===== src/rtl/maxpool2d_2x2_stride_2x2_if.sv =====
// maxpool2d_2x2_stride_2x2_if: pixel stream in / pooled stream out for the 2x2 max-pool
// Signals:
//   Data_In   [31:0] IEEE-754 single, input pixel
//   Valid_In         Data_In valid this cycle
//   Data_Out  [31:0] IEEE-754 single, pooled value
//   Valid_Out        Data_Out valid, 1-cycle pulse per window
// Modports: master = pixel producer, slave = pooling block
interface maxpool2d_2x2_stride_2x2_if;
   logic [31:0] Data_In;
   logic        Valid_In;
   logic [31:0] Data_Out;
   logic        Valid_Out;
   modport master (output Data_In, Valid_In, input Data_Out, Valid_Out);
   modport slave (input Data_In, Valid_In, output Data_Out, Valid_Out);
endinterface


===== src/rtl/maxpool2d_2x2_stride_2x2.sv =====
// maxpool2d_2x2_stride_2x2: streaming 2x2 stride-2 max-pool over raster-order IEEE-754 singles
// Ports:
//   clk  rising-edge clock
//   rst  asynchronous reset, active-low
//   bus  slave side of maxpool2d_2x2_stride_2x2_if (Data_In/Valid_In in, Data_Out/Valid_Out out)
// Parameters: IMG_WIDHT, IMG_HEIGHT (>= 2); a trailing odd column/row is counted and dropped.
// Build option: define RELU_POOL_EN to rectify the pooled result (sign=1 -> 32'h0).
module maxpool2d_2x2_stride_2x2 #(
   parameter int IMG_WIDHT  = 30,
   parameter int IMG_HEIGHT = 30
) (
   input logic clk,
   input logic rst,
   maxpool2d_2x2_stride_2x2_if.slave bus
);
   localparam int OUT_W = IMG_WIDHT / 2;
   localparam int OUT_H = IMG_HEIGHT / 2;
   // one spare bit so that 2*OUT_W / 2*OUT_H are representable for the window bounds
   localparam int CW = $clog2(IMG_WIDHT) + 1;
   localparam int RW = $clog2(IMG_HEIGHT) + 1;
   localparam int LW = OUT_W > 1 ? $clog2(OUT_W) : 1;

   logic [CW-1:0] col;
   logic [RW-1:0] row;
   logic [31:0]   pair, pm, best, res;
   logic [31:0]   line_buf [OUT_W];
   logic [LW-1:0] idx;
   logic          last_col, last_row, latch, wr, fire;

   // ordering by sign then magnitude bits; equal values and +0/-0 keep the earlier operand a
   function automatic logic [31:0] fmax(input logic [31:0] a, input logic [31:0] b);
      if (a[30:0] == '0 && b[30:0] == '0) return a;
      if (a[31] != b[31]) return a[31] ? b : a;
      if (!a[31]) return b[30:0] > a[30:0] ? b : a;
      return b[30:0] < a[30:0] ? b : a;
   endfunction

   always_comb begin
      last_col = col == CW'(IMG_WIDHT - 1);
      last_row = row == RW'(IMG_HEIGHT - 1);
      idx      = LW'(col >> 1);
      pm       = fmax(pair, bus.Data_In);
      latch    = bus.Valid_In & ~col[0] & (col < CW'(2 * OUT_W));
      wr       = bus.Valid_In & col[0] & ~row[0] & (row < RW'(2 * OUT_H));
      fire     = bus.Valid_In & col[0] & row[0];
      best     = fmax(line_buf[idx], pm);
`ifdef RELU_POOL_EN
      res      = best[31] ? 32'h0 : best;
`else
      res      = best;
`endif
   end

   // line buffer is always written in an even row before the odd row reads it, so no reset
   always_ff @(posedge clk)
      if (wr) line_buf[idx] <= pm;

   always_ff @(posedge clk or negedge rst) begin
      if (!rst) begin
         col           <= '0;
         row           <= '0;
         pair          <= '0;
         bus.Data_Out  <= '0;
         bus.Valid_Out <= 1'b0;
      end else begin
         bus.Valid_Out <= fire;
         if (fire) bus.Data_Out <= res;
         if (latch) pair <= bus.Data_In;
         if (bus.Valid_In) begin
            col <= last_col ? '0 : col + 1'b1;
            if (last_col) row <= last_row ? '0 : row + 1'b1;
         end
      end
   end
endmodule


===== src/flat_wrapper.sv =====
// flat-port wrapper written by rule: the top's interface ports become plain ports
module maxpool2d_2x2_stride_2x2_flat 
#(
   parameter int IMG_WIDHT  = 30,
   parameter int IMG_HEIGHT = 30
)
  (clk, rst, bus_Data_In, bus_Valid_In, bus_Data_Out, bus_Valid_Out);
  maxpool2d_2x2_stride_2x2_if bus_i ();
  input logic clk;
  input logic rst;
  input wire logic [$bits(bus_i.Data_In)-1:0] bus_Data_In;
  input wire logic [$bits(bus_i.Valid_In)-1:0] bus_Valid_In;
  output wire logic [$bits(bus_i.Data_Out)-1:0] bus_Data_Out;
  output wire logic [$bits(bus_i.Valid_Out)-1:0] bus_Valid_Out;
  assign bus_i.Data_In = bus_Data_In;
  assign bus_i.Valid_In = bus_Valid_In;
  assign bus_Data_Out = bus_i.Data_Out;
  assign bus_Valid_Out = bus_i.Valid_Out;
  maxpool2d_2x2_stride_2x2 #(.IMG_WIDHT(IMG_WIDHT), .IMG_HEIGHT(IMG_HEIGHT)) u_core (.clk(clk), .rst(rst), .bus(bus_i));
endmodule

===== config.mk =====
export PLATFORM = sky130hd
export DESIGN_NAME = maxpool2d_2x2_stride_2x2_flat
export DESIGN_NICKNAME = d
export VERILOG_FILES = /design/src/rtl/maxpool2d_2x2_stride_2x2_if.sv /design/src/rtl/maxpool2d_2x2_stride_2x2.sv /design/src/flat_wrapper.sv
export SDC_FILE = /design/constraint.sdc
export NUM_CORES = 1
export LEC_CHECK = 0
export ABC_CLOCK_PERIOD_IN_PS = 9800
export BUFFER_PORTS_ARGS = -buffer_cell sky130_fd_sc_hd__buf_2
export CAP_MARGIN = 0
export CORE_MARGIN = 3
export CORE_UTILIZATION = 55
export CTS_CLUSTER_DIAMETER = 150
export CTS_CLUSTER_SIZE = 12
export DETAILED_ROUTE_END_ITERATION = 10
export PLACE_DENSITY_LB_ADDON = 0.08
export SETUP_SLACK_MARGIN = 0.5
export SLEW_MARGIN = 20
export SYNTH_ARGS = -nofsm -noshare
export SYNTH_HDL_FRONTEND = slang
export SYNTH_SLANG_ARGS = --single-unit

===== constraint.sdc =====
create_clock -name clk -period 9.8 [get_ports clk]
set_input_delay 0.98 -clock clk [delete_from_list [all_inputs] [get_ports clk]]
set_output_delay 0.98 -clock clk [all_outputs]
set_load 0.005 [all_outputs]

After elaboration in Yosys (flattened, before gate mapping)
Memory sizes are Yosys's and may differ from the RTL's. Index checks and enable logic that the tools add are counted.

Bits in latches: 0. Output and inout bits: 33. Bits in writable memories: 480. Register bits after elaboration: 77. Bits of input ports: 35. Memory bits (read-only): 0. Word-level logic and storage cells: 67. Memories: 1.

Shift-type cells: 0. Multiplexer cells: 34. Equal/unequal tests: 4. Reduce and logical (&&, ||, !) cells: 7. Bitwise logic cells: 8. Div/mod/pow operators: 0. Add/sub/neg operators: 2. $mul: 0. Magnitude comparators: 6.

Memory list: u_core.line_buf (depth 15, width 32, read ports 1, clocked after memory_dff 0, wr ports 1, line maxpool2d_2x2_stride_2x2.sv:26) `logic [31:0] line_buf [OUT_W];`.

Operators with widths (count): 2-to-1 mux 32 bit (18); logical NOT 31 bit (4); > comparator 31 bit (2); less-than comparator 31 bit (2); 2-to-1 mux 1 bit (14); adder 6 x 1 -> 6 bit (second input constant) (2); == test 6 x 5 -> 1 bit (second input constant) (2); less-than comparator 6 x 5 -> 1 bit (second input constant) (2); 2-to-1 mux 6 bit (2); bitwise AND 1 bit (6); logical AND 1 bit (2); != test 1 bit (2); NOT 1 bit (2); AND reduction 2 bit (1).

Logic depth before layout (Yosys ltp)
Word-level depth: 18. Gate-level depth with buffers: 24.

Worst setup path after synthesis
Ideal clock, no wire load.

Path kind: input -> register. Start point: input bus_Data_In[13]. End point: register u_core.bus.Data_Out[30]. Data arrival time: 5.712 ns. Cell stages on the path: 22. Buffers on the path: 3. Required time: 9.665 ns. Slack: 3.954 ns. Cell sequence: ha_1 nand4_1 nor4_1 nand2_1 o21ai_1 a21oi_4 nor2_2 buf_6 buf_2 mux2_2 ha_1 a21o_1 a21o_1 a21oi_1 o21ai_0 a221oi_1 o221ai_1 o21bai_1 mux2i_1 buf_2 mux2i_1 o21ai_0.

Word-level cells in the longest chain between the ends: 12.

RTL lines: from (decl) (line flat_wrapper.sv:11) `input wire logic [$bits(bus_i.Data_In)-1:0] bus_Data_In;`; > comparator 31 bit (line maxpool2d_2x2_stride_2x2.sv:34) `if (!a[31]) return b[30:0] > a[30:0] ? b : a;`; 2-to-1 mux 32 bit (2 in series) (line maxpool2d_2x2_stride_2x2.sv:34); 2-to-1 mux 32 bit (line maxpool2d_2x2_stride_2x2.sv:35) `return b[30:0] < a[30:0] ? b : a;`; 2-to-1 mux 32 bit (line maxpool2d_2x2_stride_2x2.sv:34); 2-to-1 mux 32 bit * (line maxpool2d_2x2_stride_2x2.sv:33) `if (a[31] != b[31]) return a[31] ? b : a;`; net u_core.pm[8] (line maxpool2d_2x2_stride_2x2.sv:25) `logic [31:0] pair, pm, best, res;`; > comparator 31 bit (line maxpool2d_2x2_stride_2x2.sv:34); 2-to-1 mux 32 bit (2 in series) (line maxpool2d_2x2_stride_2x2.sv:34); 2-to-1 mux 32 bit (line maxpool2d_2x2_stride_2x2.sv:35); 2-to-1 mux 32 bit (line maxpool2d_2x2_stride_2x2.sv:34); 2-to-1 mux 32 bit * (line maxpool2d_2x2_stride_2x2.sv:33); to (signal assigned) (line maxpool2d_2x2_stride_2x2.sv:67) `if (fire) bus.Data_Out <= res;`; to (decl) (line maxpool2d_2x2_stride_2x2_if.sv:14) `modport slave (input Data_In, Valid_In, output Data_Out, Valid_Out);`.

Mark *: on every way through the listed nets, which the timed path passes. The rest lies on a longest branch. The select of a mux whose other input is x is not followed. A chain may end at the register's enable or synchronous reset.

Final worst setup path
Start point: register u_core.pair[13]. End point: register u_core.bus.Data_Out[23].

Word-level cells in the longest chain between the ends: 12.

RTL lines: from (decl) (line maxpool2d_2x2_stride_2x2.sv:25); from (signal assigned) (line maxpool2d_2x2_stride_2x2.sv:68) `if (latch) pair <= bus.Data_In;`; > comparator 31 bit (line maxpool2d_2x2_stride_2x2.sv:34); 2-to-1 mux 32 bit (2 in series) (line maxpool2d_2x2_stride_2x2.sv:34); 2-to-1 mux 32 bit (line maxpool2d_2x2_stride_2x2.sv:35); 2-to-1 mux 32 bit (line maxpool2d_2x2_stride_2x2.sv:34); 2-to-1 mux 32 bit * (line maxpool2d_2x2_stride_2x2.sv:33); net u_core.pm[8] (line maxpool2d_2x2_stride_2x2.sv:25); > comparator 31 bit (line maxpool2d_2x2_stride_2x2.sv:34); 2-to-1 mux 32 bit (2 in series) (line maxpool2d_2x2_stride_2x2.sv:34); 2-to-1 mux 32 bit (line maxpool2d_2x2_stride_2x2.sv:35); 2-to-1 mux 32 bit (line maxpool2d_2x2_stride_2x2.sv:34); 2-to-1 mux 32 bit * (line maxpool2d_2x2_stride_2x2.sv:33).

Marked as above.

==> impl_summary.txt <==
----------------------------------------------------
[Run status]
  Run status ... complete, no violations

[STA]
  RSZ-0062 raised after global routing ... no
  Min setup slack post-route ... 2770 ps
  Actual transition at the worst max-transition pin ... 965 ps
  Max-Slew Margin vs Limit ... 35.6%
  Final setup violating endpoints ... 0
  Fmax ... 142 MHz
  Final Hold Viols ... 0
  Final number of max-transition violations ... 0
  Clk_skew ... 22.4 ps
  Post-Route Setup TNS ... 0 ps
  Share of the clock period used by the worst path ... 71.8%
  Final worst path period need ... 7030 ps

[Placed design]
  Detailed placer's ending HPWL ... 38.1 mm
  Area after detailed placement ... 0.0254 mm^2
  Placer's final routability congestion estimate ... 0.891
  Count of input and output buffers ... 67
  Setup slack after placement ... 2250 ps

[Critical path]
  Worst setup path start ... u_core.pair[13]$_DFFE_PN0P_
  Worst reg2reg startpoint ... u_core.pair[13]$_DFFE_PN0P_
  End of the worst register-to-register path ... u_core.bus.Data_Out[23]$_DFFE_PN0P_
  Buf+Inv Stages, Crit Path ... 3
  Number of cells on the critical path ... 22
  Worst path cell trace ... inv_1 -> ha_1 -> nand4_1 -> nor4_1 -> nand2_1 -> o21ai_1 -> a21oi_4 -> nor2_2 -> buf_4 -> mux2_2 -> ha_1 -> a21o_1 -> a21o_1 -> a21oi_1 -> o21ai_0 -> a221oi_1 -> o221ai_1 -> o21bai_1 -> mux2i_4 -> buf_4 -> mux2i_1 -> o21ai_1
  Startpoint type of the worst setup path ... flop
  Worst Path Max Fanout ... 17
  Termination of the worst setup path ... u_core.bus.Data_Out[23]$_DFFE_PN0P_
  CP endpoint kind ... flop
  Top delay family on crit path ... compound AO/OA/AOI/OAI gates
  Setup slack on the worst flop-to-flop path ... 2770 ps
  Slowest stage cell on the critical path ... sky130_fd_sc_hd__mux2i_4
  Category of the critical setup timing path ... flop to flop
  Required time reported for the critical path endpoint ... 10230 ps
  Path depth of the worst reg2reg path ... 22
  Arrival time of the worst setup path ... 7470 ps
  Delay of the slowest critical-path stage ... 720 ps

[Global route]
  Global-route wire length before repair ... 89.7 mm
  Gr usage total ... 26.4%
  Pin count of the biggest net entering global routing ... 88
  Most Used Layer, Global Route ... met2
  Number of antenna violations at the first check in global routing ... 0
  Global-route met3 utilization ... 4.11%
  Via count of the first global-routing pass ... 13.5k
  Met1 global-route usage ... 38.6%
  Total global routing overflow ... 0
  GR Layer Usage met2 ... 42.6%

[Layout]
  Area growth from synthesis to final layout ... 11.1%
  Ratio of cells with drive above 1 in the final layout ... 23.2%
  Filler cell count ... 3206
  Final instance area ... 0.0269 mm^2
  Number of antenna repair diodes ... 0
  Nets ... 1646

[Detailed routing]
  Routed wire length ... 60.1 mm
  DR iter-0 viols ... 1554
  First drt pass iteration count ... 5
  Detailed-route DRC error count ... 0
  Drt wl/cell ... 27.7 um
  Via density per instance ... 6.21
  Vias ... 13.5k
  Antenna-violating nets left ... 0

[Logic synthesis]
  Post-synthesis cell type with the largest combined area ... sky130_fd_sc_hd__edfxtp_1
  Count of flip-flops with a built-in enable after synthesis ... 480
  Commonest cells post-synth ... 480 x sky130_fd_sc_hd__edfxtp_1, 128 x sky130_fd_sc_hd__mux4_2, 101 x sky130_fd_sc_hd__nand2_1
  Synth area leaders ... sky130_fd_sc_hd__edfxtp_1 59%, sky130_fd_sc_hd__mux4_2 12%, sky130_fd_sc_hd__dfrtp_1 8.0%, sky130_fd_sc_hd__ha_1 3.5%, sky130_fd_sc_hd__mux2i_1 2.9%
  Total nets after synthesis ... 1549
  Post-synth top area share ... 59.5%
  Post-synthesis cell type count ... 57
  Top-count cell post-synth ... sky130_fd_sc_hd__edfxtp_1
  #FFs+latches synth ... 557
  Cell count after synthesis ... 1446
  Average instance area after synthesis ... 16.8 um^2
  Post-synthesis instance area ... 0.0242 mm^2
  Sequential fraction of the synthesis area ... 67.4%
  Async SR Flop Fraction ... 13.8%
  Main flop type after synthesis ... sky130_fd_sc_hd__edfxtp_1
  Yosys warning total ... 0

[Clocking]
  Count of instances resized after the clock tree is built ... 0
  Clock tree from TritonCTS ... done
  Buffer type at the clock tree root ... sky130_fd_sc_hd__clkbuf_16
  Sinks on Clock Net ... 557
  Clock latency of the later-clocked register in the worst-skew pair ... 590 ps
  Number of levels in the clock H-tree ... 2
  Num CTS Buffers ... 52
  Clock Pin Slew Worst Setup and Hold Paths ... 60 ps
  Buffers inserted by post-CTS timing repair ... 0
  Hold buffers post-CTS ... 0
  Max Root-Sink Buffers ... 3

[Flow run]
  Number of max-cap violations ... 0

[Power and ir drop]
  Total power density per cell area ... 346 mW/mm^2
  IR Drop Worst-Case VDD ... 0.000224 V
  LEAKAGE ... 9.49 nW

[Floorplan]
  Number of primary I/O pins ... 68
  Width of the die ... 216 um
  Initial Utilization ... 56.0%
  Die height ... 216 um
  Die Area ... 0.0466 mm^2
  Row count ... 76
  Core outline area ... 0.0433 mm^2

[Worst hold path]
  Worst hold path type ... primary input to asynchronous set/reset pin

----------------------------------------------------
cell usage in the layout, fill, tap and decap left out, drive strengths merged, types with 5 or more instances in the layout:
| cell type | synthesis | routed |
|---|---|---|
| a21o | 16 | 16 |
| a21oi | 30 | 30 |
| buf | 27 | 105 |
| clkbuf | 35 | 95 |
| dfrtp | 77 | 77 |
| edfxtp | 480 | 480 |
| ha | 68 | 68 |
| inv | 70 | 71 |
| mux2 | 49 | 49 |
| mux2i | 71 | 71 |
| mux4 | 128 | 128 |
| nand2 | 101 | 101 |
| nand2b | 7 | 7 |
| nand3 | 18 | 18 |
| nand4 | 23 | 23 |
| nor2 | 38 | 38 |
| nor2b | 5 | 5 |
| nor3 | 25 | 25 |
| nor4 | 25 | 25 |
| o21a | 7 | 7 |
| o21ai | 99 | 99 |
| or3 | 5 | 5 |
worst min path at each step:
stage | startpoint | endpoint | slack (ps) | depth (start not counted)
6_report | rst | u_core.pair[9]$_DFFE_PN0P_ | 380 | 1
5_1_grt | rst | u_core.pair[9]$_DFFE_PN0P_ | 400 | 1
4_1_cts | rst | u_core.pair[13]$_DFFE_PN0P_ | 380 | 1
3_5_place_dp | u_core.bus.Data_Out[12]$_DFFE_PN0P_ | u_core.bus.Data_Out[12]$_DFFE_PN0P_ | 480 | 2
3_3_place_gp | u_core.bus.Data_Out[12]$_DFFE_PN0P_ | u_core.bus.Data_Out[12]$_DFFE_PN0P_ | 470 | 2
2_1_floorplan | u_core.row[4]$_DFFE_PN0P_ | u_core.row[4]$_DFFE_PN0P_ | 450 | 1
state kept, by name, summed over array words and instances, names as in the netlist:
name / cells
u_core.pair: 32
u_core.bus.Valid_Out: 1
u_core.col: 6
u_core.bus.Data_Out: 32
u_core.line_buf: 480
u_core.row: 6
per-stage QoR:
stage          utilization [%]  hold WS [ps]  instances  total power [mW]
3_3_place_gp              58.8           472       2074              7.44
4_1_cts                   62.2           382       2170              9.35
2_1_floorplan                -           451       1446              6.19
3_5_place_dp              58.8           477       2074              7.50
5_1_grt                   62.3           403       2170              9.83
6_report                  62.3           376       2170              9.33
power breakdown:
part           internal, mW  switching, mW  total [mW]
sequential             3.35          0.287        3.63
combinational          1.50           2.36        3.86
clock                  1.01          0.825        1.84
per-layer routing:
| layer | up-vias | wire length [um] |
|---|---|---|
| met5 | - | 0 |
| met4 | 0 | 1240 |
| met3 | 80 | 3850 |
| met2 | 455 | 28900 |
| met1 | 7028 | 26100 |
| li1 | 5922 | - |
layout make-up:
type                            count  area [um^2]  share of cell area, %
Tap cell                          585          732                   2.72
Inverter                           70          263                  0.975
Clock inverter                      1         8.76                 0.0325
Clock buffer                       95         1480                   5.51
Timing Repair Buffer              105          636                   2.36
Multi-Input combinational cell    757         7460                   27.7
Sequential cell                   557        16300                   60.7
cell families (layout without fill, tap and decap cells):
logic type / count (synthesis) / count (layout) / synth area share, %
buf+inv: 132 / 271 / 2.35
flops: 557 / 557 / 67.4
mux: 248 / 248 / 17.1
simple gates: 256 / 256 / 5.08
fa+ha+maj: 68 / 68 / 3.51
compound gates: 185 / 185 / 4.53
Note: power is estimated with default switching activity, not from simulation.
